<file path="src/rtl/pi_loop_filter.sv">
// ADPLL phase detector and saturating PI loop filter feeding the DCO as sign/magnitude.
// Optional lock detector is built only when LOCK_DETECT_EN is defined.
module pi_loop_filter #(
    parameter int unsigned ERR_W    = 8,
    parameter int unsigned INT_W    = 10,
    parameter int unsigned KP_SHIFT = 1,
    parameter int unsigned KI_SHIFT = 3,
    parameter int unsigned INT_FRAC = 2
`ifdef LOCK_DETECT_EN
    ,
    parameter int unsigned LOCK_TOL = 2,
    parameter int unsigned LOCK_CNT = 16
`endif
) (
    input  logic       clk,
    input  logic       reset,
    input  logic       ref_clk,
    input  logic       fb_clk,
    output logic       ctrl_sign,
    output logic [4:0] ctrl,
    output logic       upd_valid,
    output logic       lock
);

    localparam int unsigned Y_W = 12;
    localparam logic [ERR_W-1:0] CntMax = {1'b0, {(ERR_W-1){1'b1}}};

    typedef enum logic [1:0] {StIdle, StLead, StLag, StUpdate} state_e;

    state_e                    state_q, state_d;
    logic        [2:0]         ref_sync_q, fb_sync_q;
    logic                      ref_p_q, fb_p_q;
    logic        [ERR_W-1:0]   cnt_q, cnt_d;
    logic signed [ERR_W-1:0]   err_q, err_d;
    logic signed [INT_W-1:0]   integ_q;
    logic        [4:0]         ctrl_q;
    logic                      sign_q;
    logic                      upd_valid_q;

    logic signed [ERR_W-1:0]   err_kp, err_ki;
    logic signed [INT_W:0]     integ_sum;
    logic signed [INT_W-1:0]   integ_next, integ_sh;
    logic signed [Y_W-1:0]     y;
    logic        [Y_W-1:0]     y_abs;
    logic        [4:0]         ctrl_next;

    // Phase measurement: count clk cycles from the leading edge pulse to the lagging one.
    always_comb begin
        state_d = state_q;
        cnt_d   = cnt_q;
        err_d   = err_q;
        unique case (state_q)
            StIdle: begin
                if (ref_p_q && fb_p_q) begin
                    err_d   = '0;
                    state_d = StUpdate;
                end else if (ref_p_q) begin
                    cnt_d   = ERR_W'(1);
                    state_d = StLead;
                end else if (fb_p_q) begin
                    cnt_d   = ERR_W'(1);
                    state_d = StLag;
                end
            end
            StLead: begin
                if (fb_p_q || cnt_q == CntMax) begin
                    err_d   = $signed(cnt_q);
                    state_d = StUpdate;
                end else begin
                    cnt_d = cnt_q + ERR_W'(1);
                end
            end
            StLag: begin
                if (ref_p_q || cnt_q == CntMax) begin
                    err_d   = -$signed(cnt_q);
                    state_d = StUpdate;
                end else begin
                    cnt_d = cnt_q + ERR_W'(1);
                end
            end
            StUpdate: state_d = StIdle;
            default:  state_d = StIdle;
        endcase
    end

    always_comb begin
        err_kp    = err_q >>> KP_SHIFT;
        err_ki    = err_q >>> KI_SHIFT;
        integ_sum = (INT_W+1)'(integ_q) + (INT_W+1)'(err_ki);
        // Top two bits disagreeing means the sum left the INT_W range.
        case (integ_sum[INT_W:INT_W-1])
            2'b01:   integ_next = {1'b0, {(INT_W-1){1'b1}}};
            2'b10:   integ_next = {1'b1, {(INT_W-1){1'b0}}};
            default: integ_next = integ_sum[INT_W-1:0];
        endcase
        integ_sh  = integ_next >>> INT_FRAC;
        y         = Y_W'(err_kp) + Y_W'(integ_sh);
        y_abs     = y[Y_W-1] ? -y : y;
        ctrl_next = (y_abs > Y_W'(31)) ? 5'd31 : y_abs[4:0];
    end

    always_ff @(posedge clk) begin
        if (reset) begin
            state_q     <= StIdle;
            ref_sync_q  <= '0;
            fb_sync_q   <= '0;
            ref_p_q     <= 1'b0;
            fb_p_q      <= 1'b0;
            cnt_q       <= '0;
            err_q       <= '0;
            integ_q     <= '0;
            ctrl_q      <= '0;
            sign_q      <= 1'b0;
            upd_valid_q <= 1'b0;
        end else begin
            ref_sync_q  <= {ref_sync_q[1:0], ref_clk};
            fb_sync_q   <= {fb_sync_q[1:0], fb_clk};
            ref_p_q     <= ref_sync_q[1] & ~ref_sync_q[2];
            fb_p_q      <= fb_sync_q[1] & ~fb_sync_q[2];
            state_q     <= state_d;
            cnt_q       <= cnt_d;
            err_q       <= err_d;
            upd_valid_q <= (state_q == StUpdate);
            if (state_q == StUpdate) begin
                integ_q <= integ_next;
                ctrl_q  <= ctrl_next;
                sign_q  <= y[Y_W-1];
            end
        end
    end

`ifdef LOCK_DETECT_EN
    localparam int unsigned LC_W = $clog2(LOCK_CNT + 1);

    logic [LC_W-1:0]  lock_cnt_q;
    logic             lock_q;
    logic [ERR_W-1:0] err_abs;
    logic             in_win;

    always_comb begin
        err_abs = err_q[ERR_W-1] ? -err_q : err_q;
        in_win  = (err_abs <= ERR_W'(LOCK_TOL));
    end

    // lock is registered alongside ctrl so it changes with the upd_valid pulse.
    always_ff @(posedge clk) begin
        if (reset) begin
            lock_cnt_q <= '0;
            lock_q     <= 1'b0;
        end else if (state_q == StUpdate) begin
            if (in_win) begin
                if (lock_cnt_q != LC_W'(LOCK_CNT)) begin
                    lock_cnt_q <= lock_cnt_q + LC_W'(1);
                end
                lock_q <= (lock_cnt_q >= LC_W'(LOCK_CNT - 1));
            end else begin
                lock_cnt_q <= '0;
                lock_q     <= 1'b0;
            end
        end
    end

    assign lock = lock_q;
`else
    assign lock = 1'b0;
`endif

    assign ctrl      = ctrl_q;
    assign ctrl_sign = sign_q;
    assign upd_valid = upd_valid_q;

endmodule

</file>
<file path="config.mk">
export PLATFORM = sky130hd
export DESIGN_NAME = pi_loop_filter
export DESIGN_NICKNAME = d
export VERILOG_FILES = /design/src/rtl/pi_loop_filter.sv
export SDC_FILE = /design/constraint.sdc
export NUM_CORES = 1
export LEC_CHECK = 0
export CAP_MARGIN = 10
export CELL_PAD_IN_SITES_DETAIL_PLACEMENT = 0
export CELL_PAD_IN_SITES_GLOBAL_PLACEMENT = 2
export CORE_ASPECT_RATIO = 0.7
export CORE_MARGIN = 8
export CORE_UTILIZATION = 40
export DETAILED_ROUTE_END_ITERATION = 6
export PLACE_DENSITY_LB_ADDON = 0.1
export SETUP_SLACK_MARGIN = 0.02
export SYNTH_ARGS = -nofsm -noshare
export SYNTH_HDL_FRONTEND = slang
export SYNTH_SLANG_ARGS = --single-unit
</file>
<file path="constraint.sdc">
create_clock -name clk -period 11.45 [get_ports clk]
set_input_delay 2.8625 -clock clk [delete_from_list [all_inputs] [get_ports clk]]
set_output_delay 2.8625 -clock clk [all_outputs]
set_load 0.03 [all_outputs]
</file>
## Yosys cells after proc, flatten, opt, wreduce, memory -nomap -nowiden

Index checks and enable logic that the tools add are counted.
W data, S select, Z words.

- Word-level logic and storage cells: 62
- Bits in registers: 43
- Bits of input ports: 4
- Output and inout bits: 8

- Multiplexer cells: 19
- Reduce and logical (&&, ||, !) cells: 8
- Bitwise gates (word level): 4
- Add/sub/neg operators: 5
- Order comparisons: 1
- Equality and inequality tests: 14

Operator list:

| cell | number |
|---|---|
| $mux W8 | 8 |
| $pmux W8 S3 | 2 |
| $pmux W10 S2 | 1 |
| $gt A12 B5 Y1 const B | 1 |
| $mux W12 | 1 |
| $ne A2 B2 Y1 const B | 6 |
| $neg A9 Y12 | 1 |
| $add A10 B5 Y11 | 1 |
| $mux W2 | 5 |
| $add A7 B8 Y9 | 1 |
| $add A8 B1 Y8 const B | 1 |
| $eq A8 B7 Y1 const B | 1 |
| $neg A8 Y8 | 1 |
| $pmux W2 S4 | 1 |
| $eq A2 B2 Y1 const B | 3 |
| $mux W5 | 1 |
| $reduce_and A5 Y1 | 1 |
| $eq A2 B1 Y1 const B | 2 |
| $ne A4 B4 Y1 const B | 1 |
| $reduce_and A4 Y1 | 1 |
| $ne A3 B3 Y1 const B | 1 |
| $reduce_and A3 Y1 | 1 |
| $reduce_bool A3 Y1 | 1 |
| $and A1 B1 Y1 | 2 |
| other kinds (4) | 6 |

## Depth between registers and ports, before layout

- Depth in word-level cells: 8
- Mapped depth: 20
- Mapped depth without buffers: 19

## Worst setup path after synthesis

Ideal clock, no wire load.

- Path kind: register -> register
- Start: register err_q[7]
- End: register ctrl_q[1], in the netlist ctrl[1]
- Setup slack: 7.390 ns
- Setup time: 0.144 ns
- Buffers on the path: 1
- Arrival time: 3.916 ns
- Stages on the path, launching flop included: 20
- Clock period less this slack: 4.060 ns
- Data required time: 11.306 ns
- Cells stage by stage: dfxtp_1 -> ha_1 -> nand3_1 -> o211ai_1 -> a2111o_1 -> a31oi_4 -> xnor2_2 -> buf_4 -> nand2_1 -> nand2_1 -> ha_1 -> inv_1 -> fa_1 -> nand2b_1 -> a211oi_2 -> nor2b_1 -> o31a_4 -> or4_4 -> o21ai_2 -> a311oi_1

- Longest elaborated chain between the ends: 8
- Elaborated cells between the ends (all ways): 9
- Classes of those cells: add/sub (3); order compare (1); eq/ne (2); mux (3)

RTL lines:

| item | RTL line | source |
|---|---|---|
| start, declared | 34 | `logic signed [ERR_W-1:0] err_q, err_d;` |
| start signal, assigned | 122 | `err_q <= err_d;` |
| $add A10 B5 Y11 * | 89 | `integ_sum = (INT_W+1)'(integ_q) + (INT_W+1)'(err_ki);` |
| $eq A2 B2 Y1 / $eq A2 B1 Y1 (equally long branches) | 91 | `case (integ_sum[INT_W:INT_W-1])` |
| $pmux W10 S2 * | 91 |  |
| via integ_next[2] | 42 | `logic signed [INT_W-1:0] integ_next, integ_sh;` |
| $add A7 B8 Y9 * | 97 | `y = Y_W'(err_kp) + Y_W'(integ_sh);` |
| $neg A9 Y12 | 98 | `y_abs = y[Y_W-1] ? -y : y;` |
| $mux W12 * | 98 |  |
| $gt A12 B5 Y1 | 99 | `ctrl_next = (y_abs > Y_W'(31)) ? 5'd31 : y_abs[4:0];` |
| $mux W5 * | 99 |  |
| end signal, assigned | 126 | `ctrl_q <= ctrl_next;` |
| end, declared | 36 | `logic [4:0] ctrl_q;` |

Mark *: on every way through the listed nets, which the timed path passes. The rest lies on a longest branch.
A chain may end at the register's enable or synchronous reset.

## Worst setup path after layout

- Start: register err_q[7]
- End: register ctrl_q[0], in the netlist ctrl[0]

Same word-level chain as after synthesis.

==> results.txt <==
The flow ran to the end, and the final reports show no timing, DRC or antenna violations. Cells with a size suffix above 1 make up 8.26% of the layout. The setup TNS came out at 0 ns. Ranked by total cell area, the synthesized netlist is headed by dfxtp_1, ha_1, nor2_1, a21oi_1, a311oi_1. The wire-length estimate of the detail-placed layout is 4.89 mm. The largest individual stage delay along the critical path comes from the cell dfxtp_1.

The worst hold path belongs to the class reg2reg. The number of standard cells after synthesis came out at 349. The count of buffers added on input and output ports is 10.

The required time of the critical path is 11.57 ns. After synthesis the netlist holds a flip-flop and latch count of 42. The final net count came out at 382. The total of fill cells in the finished design came out at 733. Row generation in the floorplan step produced 26 rows. Setup slack on the critical path of the routed design comes to 6.78 ns. The initial antenna violation count is 0. The number of H-tree levels is 2. The largest buffer count on any clock path is 2. The global-route usage over all layers is 13.9%. The number of synthesized flops with an enable pin is 0.

Of all cell types, the one taking the most synthesized area is dfxtp_1. The max-slew violation count came out at 0. Once placement completed, the tool counted placed cells totaling 441. The post-cts resize count is 0. The height of the die came out at 87.0 um. The worst path in the final design needs a cycle of 4.67 ns, including I/O delays and setup. After layout, the worst path uses 40.8% of the clock period. The number of global-route vias before repair came to 2305.

The count of inserted antenna diode cells came out at 0. The placeable core region came out at 7120 um2. The cell at the root of the clock tree is clkbuf_8. The fraction of synthesis flops using an asynchronous set or reset pin came out at 0%. The overall power of the completed layout is 0.000302 W. The critical path is of the reg2reg type. The maximum frequency from static timing analysis is 214 MHz. Max-cap violations in this run came to 0. The share of synthesized area in the top cell type comes to 29.2%. The count of hold buffers inserted by post-cts repair came out at 0. The setup slack at placement came out at 6.78 ns. The critical path goes through ha_1 -> nand3_1 -> o211ai_1 -> a2111o_1 -> a31oi_4 -> xnor2_2 -> o21ai_0 -> nand2_1 -> ha_1 -> inv_1 -> fa_1 -> nand2b_1 -> a211oi_2 -> nor2b_1 -> o31a_4 -> or4_4 -> o21ai_2 -> a311oi_1. Setup repair after global routing left no endpoint under its margin. The clock net in this run drives a total of 42 sinks. STA classifies the critical path endpoint as a register.

The clock-pin slew of the registers on the worst-case setup and hold paths is 0.09 ns. The total via count in the routed design came out at 2379. The total CTS buffers is 5. The first global-routing pass estimated 11.8 mm of wire. The ratio of total power to cell area is 95.7 nW/um2. The maximum single-stage delay on the critical path came out at 0.57 ns. The area enclosed by the die boundary came out at 10200 um2. The number of library cell types mapped by synthesis came out at 56. The cell seen most often among critical-path stages is ha_1. The static leakage power came out at 1.28 nW. TritonCTS built the clock tree.

The synthesized netlist occupies a cell area of 2880 um2. The count of yosys warnings during synthesis is 0. The final-report hold violation count came out at 0. The later pin in the worst-skew pair is clocked with a latency of 0.30 ns. In this run the tightest slew margin relative to its limit is 20.2%. The post-CTS setup buffer count came out at 0. Once detail routing completed, the nets flagged for antenna violations numbered 0. The detail-routed net length per standard cell came out at 14.9 um.

The detailed-route wire length is 6.70 mm. The most used flip-flop cell after synthesis is dfxtp_1. The length of the first detailed-routing pass in iterations is 4. The mean instance size in the synthesized netlist is 8.26 um2. STA classifies the critical path startpoint as a register. The DRC violation total after the first TritonRoute iteration is 159. The die is 117 um wide. The initial utilization of the core area, before any placement, comes to 40.4%. The remaining routing DRC violations is 0. The maximum number of pins on one net before global-route repair is 41. Pin placement for this block handled 12 I/O pins. The via density per instance is 5.30. The final worst hold slack is 0.388 ns. The post-synthesis net count is 381.

The count of final setup violators came out at 0. The congestion estimate from routability-driven global placement came to 0.774. The maximum fanout along the worst path came out at 13. The worst-case IR drop observed on VDD is 0.0000566 V. Compared with the post-synthesis result, the final layout area differs by 9.34%. The final worst clock skew came out at 0.00409 ns. The filler-free cell count of the finished design is 449. The fraction of the yosys area taken by sequential cells is 29.2%. Global routing finished with a remaining overflow of 0. For the worst setup path, the data arrival time is 4.79 ns.

For the pin with the worst max-slew slack, the measured transition is 1.20 ns.
## metrics by stage
| step | area (um2) | util [%] |
|---|---|---|
| after floorplan | 2880 | - |
| after global placement | 3040 | 42.6 |
| after detailed placement | 3040 | 42.6 |
| after CTS | 3150 | 44.2 |
| after global routing | 3150 | 44.2 |
| final | 3150 | 44.2 |
## cell type report
class,count,area (um2),share of cell area (%)
inverters,16,60.1,1.91
repair buffers,11,108,3.42
flip-flops and latches,42,841,26.7
multi-input cells,274,1910,60.5
clock inverters,3,45.0,1.43
well taps,98,123,3.89
clock buffers,5,68.8,2.18
## report_power, final
part | internal (W) | switching, W
sequential | 0.000148 | 0.00000174
combinational | 0.0000113 | 0.0000187
clock | 0.0000650 | 0.0000567
## synthesized netlist by cell type, types with 4 or more instances
master and n:
a21oi_1 26, nand2b_1 5, mux2i_1 4, a21o_1 7, nand2_1 29, a311oi_1 13
xnor2_1 9, inv_1 16, nor3_1 9, nor2_1 36, ha_1 26, clkbuf_1 12
nor2b_1 13, o21ai_0 16, xor2_1 11, dfxtp_1 42, nand3_1 14
## worst max-delay path, delay by kind of cell (launching register included)
family          cells  cell delay [ns]
flops               1             0.57
xor+xnor            1             0.27
buf+inv             1             0.05
fa+ha+maj           3             0.91
simple gates        5             0.94
compound gates      8             1.75
## path summary, 6_finish.rpt
| kind | start | endpoint | slack [ns] | cells after the start |
|---|---|---|---|---|
| max | err_q[7]$_SDFFE_PP0P_ | ctrl[0]$_SDFFE_PP0P_ | 6.78 | 18 |
| min | ref_sync_q[2]$_SDFF_PP0_ | ref_p_q$_SDFF_PP0_ | 0.39 | 1 |
| min reg2reg | ref_sync_q[2]$_SDFF_PP0_ | ref_p_q$_SDFF_PP0_ | 0.39 | 1 |
| max reg2reg | err_q[7]$_SDFFE_PP0P_ | ctrl[0]$_SDFFE_PP0P_ | 6.78 | 18 |
## flip-flops by register name (all words and copies together) (netlist names)
name / flops
cnt_q: 8
ctrl: 5
ctrl_sign: 1
err_q: 7
fb_p_q: 1
fb_sync_q: 3
integ_q: 10
ref_p_q: 1
ref_sync_q: 3
state_q: 2
upd_valid: 1
## cells by family after synthesis
group | Yosys count | share of synthesized area [%]
and+or+nand+nor | 123 | 20.8
AOI/OAI and AO/OA | 96 | 24.1
xor gates and xnor gates | 21 | 6.64
buffers and inverters | 33 | 4.69
adders and majority gates | 29 | 13.1
muxes | 4 | 1.39
other | 1 | 0.130
DFF | 42 | 29.2
## cell usage in the layout, fill, tap and decap left out, types with 4 or more instances in the layout
| cell | synthesis | layout |
|---|---|---|
| a21o_1 | 7 | 7 |
| xnor2_1 | 9 | 9 |
| a21oi_1 | 26 | 26 |
| o21ai_0 | 16 | 16 |
| mux2i_1 | 4 | 4 |
| nor2b_1 | 13 | 13 |
| clkbuf_8 | 0 | 5 |
| nand2_1 | 29 | 29 |
| nor3_1 | 9 | 9 |
| nor2_1 | 36 | 36 |
| nand2b_1 | 5 | 5 |
| xor2_1 | 11 | 11 |
| dfxtp_1 | 42 | 42 |
| inv_1 | 16 | 16 |
| ha_1 | 26 | 26 |
| clkdlybuf4s50_1 | 0 | 10 |
| a311oi_1 | 13 | 13 |
| nand3_1 | 14 | 14 |
## per-layer routing
layer,vias up,track usage (%),part of all wire (%),routed length (um)
li1,1233,-,-,-
met3,5,3.37,3.9,262
met1,1113,20.9,58,3870
met2,28,19.1,38,2520
met4,0,3.17,0.72,48
met5,-,0,0,0
(Power assumes the default switching activity.)
